[config.mk]
export PLATFORM = sky130hd
export DESIGN_NAME = dac_send_flat
export DESIGN_NICKNAME = d
export VERILOG_FILES = /design/src/rtl/audio_pkg.sv /design/src/rtl/dac_send_if.sv /design/src/rtl/sync_edge.sv /design/src/rtl/dac_send.sv /design/src/flat_wrapper.sv
export SDC_FILE = /design/constraint.sdc
export NUM_CORES = 1
export LEC_CHECK = 0
export CORE_MARGIN = 8
export CORE_UTILIZATION = 55
export CTS_CLUSTER_SIZE = 10
export DETAILED_ROUTE_END_ITERATION = 8
export GPL_ROUTABILITY_DRIVEN = 0
export GPL_TIMING_DRIVEN = 0
export PLACE_DENSITY = 0.74
export SYNTH_ARGS = -nofsm -noshare
export SYNTH_HDL_FRONTEND = slang
export SYNTH_SLANG_ARGS = --single-unit
export TNS_END_PERCENT = 10
[constraint.sdc]
create_clock -name clk -period 3.5 [get_ports clk]
set_input_delay 0.35 -clock clk [delete_from_list [all_inputs] [get_ports clk]]
set_output_delay 0.35 -clock clk [all_outputs]
set_load 0.1 [all_outputs]
[src/rtl/audio_pkg.sv]
// audio_pkg: shared types and constants for the codec audio paths.
//   dac_state_t  : serializer state (WAIT_LRC, SHIFT, PAD)
//   SYNC_STAGES  : flops in each codec-clock synchronizer chain
package audio_pkg;

   localparam int SYNC_STAGES = 2;

   typedef enum logic [1:0] {
      WAIT_LRC = 2'd0,
      SHIFT    = 2'd1,
      PAD      = 2'd2
   } dac_state_t;

endpackage

[src/rtl/dac_send_if.sv]
// dac_send_if: sample stream into the DAC serializer.
//   sample_data : N-bit signed sample
//   valid       : sample_data is valid (source)
//   ready       : sink can accept; a transfer happens on any clk edge where
//                 valid && ready. valid may not depend on ready; once raised,
//                 valid and sample_data hold until the transfer.
// Modports: master = sample source, slave = dac_send.
interface dac_send_if #(
   parameter int N = 16
);
   logic [N-1:0] sample_data;
   logic         valid;
   logic         ready;

   modport master (output sample_data, output valid, input ready);
   modport slave  (input sample_data, input valid, output ready);
endinterface

[src/rtl/sync_edge.sv]
// sync_edge: brings an asynchronous codec clock into the clk domain.
//   clk, reset : system clock, synchronous active-high reset
//   din        : asynchronous input
//   level      : synchronized level
//   fall       : one-cycle pulse when the synchronized level goes 1 -> 0
module sync_edge
   import audio_pkg::*;
(
   input  logic clk,
   input  logic reset,
   input  logic din,
   output logic level,
   output logic fall
);

   logic [SYNC_STAGES-1:0] sync;
   logic                   hist;

   always_ff @(posedge clk) begin
      if (reset) begin
         sync <= '0;
         hist <= 1'b0;
      end else begin
         sync <= {sync[SYNC_STAGES-2:0], din};
         hist <= sync[SYNC_STAGES-1];
      end
   end

   assign level = sync[SYNC_STAGES-1];
   assign fall  = hist & ~level;

endmodule

[src/rtl/dac_send.sv]
// dac_send: left-justified serializer for the codec DAC data line.
// One mono sample per frame is accepted on the stream and played on both
// channels, MSB first, starting at each DACLRCK transition. The codec owns
// BCLK and DACLRCK; both are synchronized and data changes on BCLK falls.
//   clk, reset  : system clock, synchronous active-high reset
//   bclk        : codec bit clock (async)
//   daclrc      : codec DAC LR clock, low = left, high = right (async)
//   stream      : sample input (dac_send_if.slave)
//   dacdat      : serial data to AUD_DACDAT
//   underrun    : one-cycle pulse, left half-frame began with no sample held
//   state       : current serializer state
// Build option DAC_UNDERRUN_MUTE_EN: on underrun the frame plays silence
// instead of repeating the previous sample.
module dac_send
   import audio_pkg::*;
#(
   parameter int N = 16
) (
   input  logic        clk,
   input  logic        reset,
   input  logic        bclk,
   input  logic        daclrc,
   dac_send_if.slave   stream,
   output logic        dacdat,
   output logic        underrun,
   output dac_state_t  state
);

   localparam int CW = $clog2(N);
   localparam logic [CW-1:0] CNT_TOP = CW'(N - 1);

   logic bclk_fall, bclk_level_unused;
   logic lrc_level, lrc_fall_unused;

   sync_edge u_bclk_sync (
      .clk(clk), .reset(reset), .din(bclk),
      .level(bclk_level_unused), .fall(bclk_fall)
   );

   sync_edge u_lrc_sync (
      .clk(clk), .reset(reset), .din(daclrc),
      .level(lrc_level), .fall(lrc_fall_unused)
   );

   // LRC is only looked at on BCLK falls. lrc_valid suppresses a false edge
   // against the reset value of lrc_last.
   logic lrc_last, lrc_valid, lrc_edge;

   always_ff @(posedge clk) begin
      if (reset) begin
         lrc_last  <= 1'b0;
         lrc_valid <= 1'b0;
      end else if (bclk_fall) begin
         lrc_last  <= lrc_level;
         lrc_valid <= 1'b1;
      end
   end

   assign lrc_edge = bclk_fall && lrc_valid && (lrc_level != lrc_last);

   // Holding register. At a left start the held sample moves into frame;
   // ready is bypassed high in that cycle so a new sample can land in hold
   // at the same edge and hold_full never drops.
   logic [N-1:0] hold;
   logic         hold_full, consume, accept;

   assign consume      = lrc_edge && !lrc_level && hold_full;
   assign stream.ready = !hold_full || consume;
   assign accept       = stream.valid && stream.ready;

   always_ff @(posedge clk) begin
      if (reset) begin
         hold      <= '0;
         hold_full <= 1'b0;
      end else begin
         if (accept) begin
            hold      <= stream.sample_data;
            hold_full <= 1'b1;
         end else if (consume) begin
            hold_full <= 1'b0;
         end
      end
   end

   // Serializer FSM.
   dac_state_t    state_q, state_n;
   logic [N-1:0]  frame, frame_n, shreg, shreg_n;
   logic [CW-1:0] bit_cnt, cnt_n;
   logic          dacdat_q, dacdat_n, underrun_q, underrun_n;

   always_ff @(posedge clk) begin
      if (reset) begin
         state_q    <= WAIT_LRC;
         frame      <= '0;
         shreg      <= '0;
         bit_cnt    <= '0;
         dacdat_q   <= 1'b0;
         underrun_q <= 1'b0;
      end else begin
         state_q    <= state_n;
         frame      <= frame_n;
         shreg      <= shreg_n;
         bit_cnt    <= cnt_n;
         dacdat_q   <= dacdat_n;
         underrun_q <= underrun_n;
      end
   end

   always_comb begin
      state_n    = state_q;
      frame_n    = frame;
      shreg_n    = shreg;
      cnt_n      = bit_cnt;
      dacdat_n   = dacdat_q;
      underrun_n = 1'b0;
      if (lrc_edge) begin
         // A channel boundary restarts shifting from any state, which also
         // truncates a half-frame shorter than N bits.
         if (!lrc_level) begin
            if (hold_full) begin
               frame_n = hold;
            end else begin
               underrun_n = 1'b1;
`ifdef DAC_UNDERRUN_MUTE_EN
               frame_n = '0;
`endif
            end
         end
         state_n  = SHIFT;
         cnt_n    = CNT_TOP;
         shreg_n  = frame_n;
         dacdat_n = frame_n[N-1];
      end else if (bclk_fall) begin
         unique case (state_q)
            SHIFT: begin
               if (bit_cnt == '0) begin
                  state_n  = PAD;
                  dacdat_n = 1'b0;
               end else begin
                  shreg_n  = {shreg[N-2:0], 1'b0};
                  dacdat_n = shreg[N-2];
                  cnt_n    = bit_cnt - 1'b1;
               end
            end
            default: dacdat_n = 1'b0;
         endcase
      end
   end

   assign dacdat   = dacdat_q;
   assign underrun = underrun_q;
   assign state    = state_q;

endmodule

[src/flat_wrapper.sv]
// flat-port wrapper written by rule: the top's interface ports become plain ports
module dac_send_flat import audio_pkg::*;
#(
   parameter int N = 16
)
  (clk, reset, bclk, daclrc, dacdat, underrun, state, stream_sample_data, stream_valid, stream_ready);
  dac_send_if #(.N(N)) stream_i ();
  input  logic clk;
  input  logic reset;
  input  logic bclk;
  input  logic daclrc;
  output logic dacdat;
  output logic underrun;
  output dac_state_t state;
  input wire logic [$bits(stream_i.sample_data)-1:0] stream_sample_data;
  input wire logic [$bits(stream_i.valid)-1:0] stream_valid;
  output wire logic [$bits(stream_i.ready)-1:0] stream_ready;
  assign stream_i.sample_data = stream_sample_data;
  assign stream_i.valid = stream_valid;
  assign stream_ready = stream_i.ready;
  dac_send #(.N(N)) u_core (.clk(clk), .reset(reset), .bclk(bclk), .daclrc(daclrc), .stream(stream_i), .dacdat(dacdat), .underrun(underrun), .state(state));
endmodule
Word level (Yosys, flattened, before mapping)
Cells that the tools add are included.
{"block": "classes", "mux": 21, "n_eq_ne": 3, "addsub": 1, "reduce_logical": 18, "bitwise": 3}
{"cell": "$mux W15", "n": 4}
{"cell": "$mux W16", "n": 2}
{"cell": "$mux W4", "n": 4}
{"cell": "$mux W1", "n": 11}
{"cell": "$reduce_and A3 Y1", "n": 3}
{"cell": "$reduce_bool A2 Y1", "n": 4}
{"cell": "$logic_and A1 B1 Y1", "n": 5}
{"cell": "$logic_not A4 Y1", "n": 1}
{"cell": "$sub A4 B1 Y4 const B", "n": 1}
{"cell": "$reduce_or A3 Y1", "n": 1}
{"cell": "$eq A2 B1 Y1 const B", "n": 1}
{"cell": "$logic_not A1 Y1", "n": 2}
{"cell": "$ne A2 B1 Y1 const B", "n": 1}
{"cell": "$not A1 Y1", "n": 2}
{"cell": "$reduce_or A2 Y1", "n": 1}
{"cell": "$and A1 B1 Y1", "n": 1}
{"cell": "$logic_or A1 B1 Y1", "n": 1}
{"cell": "$ne A1 B1 Y1", "n": 1}
{"block": "totals", "register_bits": 63}

Logic depth before layout (Yosys ltp)
{"block": "depth", "ltp_word": 9, "mapped_depth": 7, "ltp_nobuf": 6}

Modules after synthesis
Synthesis repeated with hierarchy kept, for this count alone.
{"block": "unflattened", "hier_cells": 260, "area_unflattened_um2": 2526.2}
{"module": "dac_send", "seq_area_each_um2": 1161.1, "cells_each": 246, "instances": 1, "area_per_inst_um2": 2351.0}
{"module": "sync_edge", "seq_area_each_um2": 60.1, "cells_each": 7, "instances": 2, "area_per_inst_um2": 87.6}

Least setup slack after synthesis
Ideal clock, no wire load.
{"block": "synth_path", "kind": "register to register", "start": "register u_core.state_q[1], in the netlist u_core.state[1]", "end": "register u_core.shreg[4]", "required_ns": 3.382, "synth_period_minus_slack_ns": 2.079, "stages_incl_launch_ff": 6, "path_buffers": 1, "arrival_ns": 1.961, "setup_time_ns": 0.118, "setup_slack_ns": 1.421, "path_cell_list": "dfxtp_1 and4bb_2 and2b_4 o21bai_2 buf_2 o2bb2ai_1"}
{"block": "synth_between", "elab_chain_len": 3}
{"item": "start: declaration", "line": "dac_send.sv:86", "rtl": "dac_state_t state_q, state_n;"}
{"item": "start signal: assignment", "line": "dac_send.sv:100", "rtl": "state_q <= state_n;"}
{"item": "$eq A2 B1 Y1", "line": "dac_send.sv:134", "rtl": "unique case (state_q)"}
{"item": "$reduce_bool A2 Y1 (no line)"}
{"item": "$reduce_and A3 Y1 (no line)"}
{"item": "end signal: assignment", "line": "dac_send.sv:102", "rtl": "shreg <= shreg_n;"}
{"item": "end: declaration", "line": "dac_send.sv:87", "rtl": "logic [N-1:0] frame, frame_n, shreg, shreg_n;"}
No other way between the ends.
A chain may end at the register's enable or synchronous reset.

Final worst setup path
{"block": "layout_path", "start": "register u_core.u_bclk_sync.sync[1]", "end": "output port stream_ready"}
{"block": "layout_between", "elab_chain_len": 7}
{"item": "start: declaration", "line": "sync_edge.sv:16", "rtl": "logic [SYNC_STAGES-1:0] sync;"}
{"item": "start signal: assignment", "line": "sync_edge.sv:24", "rtl": "sync <= {sync[SYNC_STAGES-2:0], din};"}
{"item": "$not A1 Y1", "line": "sync_edge.sv:30", "rtl": "assign fall = hist & ~level;"}
{"item": "$and A1 B1 Y1", "line": "sync_edge.sv:30"}
{"item": "$logic_and A1 B1 Y1 (2 in series)", "line": "dac_send.sv:59", "rtl": "assign lrc_edge = bclk_fall && lrc_valid && (lrc_level != lrc_last);"}
{"item": "$logic_and A1 B1 Y1 (2 in series)", "line": "dac_send.sv:67", "rtl": "assign consume = lrc_edge && !lrc_level && hold_full;"}
{"item": "$logic_or A1 B1 Y1", "line": "dac_send.sv:68", "rtl": "assign stream.ready = !hold_full || consume;"}
{"item": "end: declaration", "line": "flat_wrapper.sv:17", "rtl": "output wire logic [$bits(stream_i.ready)-1:0] stream_ready;"}
No other way between the ends.

==> metrics.md <==
| Metric | Value |
|---|---|
| Clock Skew | `between 8 and 9 ps` |
| Rel. slew slack | `between 30% and 40%` |
| Final period util | `88.5%` |
| Largest area contributor in the netlist | `dfxtp_1` |
| Fmax | `323 MHz` |
| Post-DP Area | `3080 um2` |
| Clk_lat worst skew | `around 330 ps` |
| Number of synthesized flops with an enable pin | `0` |
| Post-CTS Resized | `0` |
| Antenna violation net count after detailed routing | `0` |
| Ant diodes | `0` |
| Cell Rows | `25` |
| Worst setup SP type | `register` |
| Number of global-route vias before repair | `~2000` |
| Drt via density | `5.37` |
| Seq. cell area | `1260 um2` |
| Initial Util | `between 50% and 60%` |
| Top post-synthesis cells by area | `dfxtp_1 (46%), mux2i_1 (11%), mux2_2 (6.5%)` |
| Total track usage | `16.3%` |
| Worst EP required | `roughly 3200 ps` |
| Setup Viol. Count Final | `0` |
| Post-route cell area | `between 3000 and 4000 um2` |
| Post-synthesis net count | `about 290` |
| Area of the multi-input gates | `roughly 1400 um2` |
| Leak Pwr | `~1.1 nW` |
| Max Cap Violations | `0` |
| Die Ht | `about 87 um` |
| Mapped Cells | `265` |
| Hold Path Stages | `1` |
| Worst r2r src | `u_core.bit_cnt[0]` |
| Status | `finished clean` |
| Unrepaired setup endpoints after global routing | `no` |
| Placeable Area | `4790 um2` |
| Vias | `1991` |
| H-tree levels | `3` |
| Register area share after synthesis | `45.7%` |
| Crit path time final | `just over 3000 ps` |
| Final core utilization | `roughly two thirds` |
| Synth Area per Inst | `about 10 um2` |
| Fill cell count | `around 400` |
| Worst-Margin Slew | `between 900 and 1000 ps` |
| Crit end category | `output port` |
| GRT overflow | `0` |
| TNS Setup | `0 ps` |
| Final wirelength | `5640 um` |
| Initial antenna violation count | `0` |
| Postcts setup bufs | `0` |
| Die Area | `7540 um2` |
| Slew Limit Fails | `0` |
| FF+latch count, synth | `63` |
| Die Wd | `roughly 87 um` |
| CTS Sinks | `63` |
| Most used flip-flop cell after synthesis | `dfxtp_1` |
| Layout cell share with drive strength beyond 1 | `between 10% and 20%` |
| Non-Filler Instances | `between 300 and 400` |
| Hold Buf Count CTS | `0` |
| Netlist Area Pre-Place | `around 2800 um2` |
| Final hold violations | `0` |
| I/O pin cnt | `26` |
| PortBufs | `24` |
| Dpl hpwl | `between 4000 and 5000 um` |
| DRC Markers | `0` |
| Maximum buffer depth of the clock tree | `2` |
| Kind of critical path | `register to output port` |
| R2R setup slack | `1680 ps` |
| Worst-path maximum fanout | `10` |
| DRT iter0 DRCs | `56` |
| Final nets | `~320` |
| Synth Warn # | `0` |
| Pin count of the biggest net entering global routing | `11` |
| Placed cell count | `between 300 and 400` |
| Cell variety after synth | `between 40 and 50` |
| Synth-to-Final Area Change | `17.5%` |
| Global-route wire length before repair | `9470 um` |
| WHS Endpoint | `u_core.u_bclk_sync.sync[1]` |
| Hold Path Origin | `u_core.u_bclk_sync.sync[0]` |
| Total CTS buffers | `9` |
| Synth top area share | `between 40% and 50%` |
| Routed len/inst | `15.2 um` |
| CTS clk-pin slew, worst paths | `60 ps` |
| HP Class | `register to register` |
| DRT Pass-1 Iters | `4` |
| Crit path arrival time | `roughly 2800 ps` |
| Peak VDD IR | `around 0.28 mV` |
| R2R cell count | `7` |
| CTS tree | `yes` |
| Ys async rst share | `0%` |
| Crit Reg-Reg Endpoint | `u_core.shreg[5]` |
| PD cells | `423 nW/um2` |
| CTS Root Cell | `clkbuf_8` |
[critical path, stage by stage (launching register included)]
cell and delay, ps:
dfxtp_1 340, nand2b_1 200, o21ai_2 400, buf_2 310
clkdlybuf4s50_1 1170
[cells in the final DEF (no fill, tap or decap), types with 3 or more instances in the layout]
master,instances
a21oi_1,8
buf_4,4
buf_6,3
clkbuf_1,13
clkbuf_8,10
clkdlybuf4s50_1,24
dfxtp_1,63
inv_1,4
mux2_2,16
mux2i_1,30
nand2_1,9
nand2b_1,17
nand4b_1,17
nor2_1,21
nor2b_1,6
o21ai_0,15
o2bb2ai_1,13
[cells by family (layout without fill, tap and decap cells)]
kind of cell / Yosys count / count (layout) / share of synthesized area, %
buffers and inverters: 24 / 63 / 5.17
adders and majority gates: 1 / 1 / 0.453
DFF: 63 / 63 / 45.7
and+or+nand+nor: 85 / 85 / 19.3
xor gates and xnor gates: 2 / 2 / 0.635
muxes: 47 / 47 / 18.0
AOI/OAI and AO/OA: 43 / 43 / 10.8
[worst max path at each step]
stage / depth (start not counted) / startpoint / to
floorplan: 5 / u_core.state[1] / u_core.shreg[4]
global placement: 4 / u_core.u_bclk_sync.sync[1] / stream_ready
detailed placement: 4 / u_core.u_bclk_sync.sync[1] / stream_ready
CTS: 4 / u_core.u_bclk_sync.sync[1] / stream_ready
global route: 4 / u_core.u_lrc_sync.sync[1] / stream_ready
finish: 4 / u_core.u_bclk_sync.sync[1] / stream_ready
[state kept, by name, indices dropped and copies added, names as in the netlist]
name and flops:
u_core.bit_cnt 4, u_core.dacdat 1, u_core.frame 16, u_core.hold 16, u_core.hold_full 1, u_core.lrc_last 1, u_core.lrc_valid 1, u_core.shreg 15
u_core.state 2, u_core.u_bclk_sync.hist 1, u_core.u_bclk_sync.sync 2, u_core.u_lrc_sync.sync 2, u_core.underrun 1
[area by class of cell]
| type | count | area share, % |
|---|---|---|
| Clock inverter | 1 | 0.154 |
| Inverter | 4 | 0.463 |
| Clock buffer | 14 | 4.71 |
| Timing Repair Buffer | 24 | 7.41 |
| Buffer | 20 | 3.94 |
| Sequential cell | 63 | 38.9 |
| Multi-Input combinational cell | 178 | 41.8 |
| Tap cell | 67 | 2.59 |
[routing by layer]
layer  GRT usage [%]  vias up  part of all wire, %
li1                -     1012                    -
met1            18.8      938                   46
met2            27.3       34                   49
met3            3.40        7                  3.3
met4            8.92        0                  1.3
met5               0        -                    0
[cells in the mapped netlist, drive strengths merged, types with 2 or more instances]
cell / number
mux2i: 30
nor3: 3
nor2b: 7
inv: 4
nand2b: 17
dfxtp: 63
o21ai: 17
nand4b: 17
mux2: 17
buf: 10
nor2: 21
nand2: 9
nand3b: 2
a21oi: 8
clkbuf: 10
o2bb2ai: 14
[stage by stage]
stage / power [mW] / hold slack, ps / setup WS (ps)
after global placement: 0.863 / 435 / 775
after global routing: 1.43 / 469 / 310
after CTS: 1.39 / 455 / 392
final: 1.37 / 445 / 402
after detailed placement: 0.866 / 434 / 756
after floorplan: 0.820 / 414 / 1420
[report_power, final]
group | switching (mW) | internal [mW] | leakage [nW]
Combinational | 0.0547 | 0.0506 | 0.494
Sequential | 0.0123 | 0.733 | 0.511
Clock | 0.250 | 0.272 | 0.0805
Total | 0.317 | 1.06 | 1.09
Note: power is estimated with default switching activity, not from simulation.
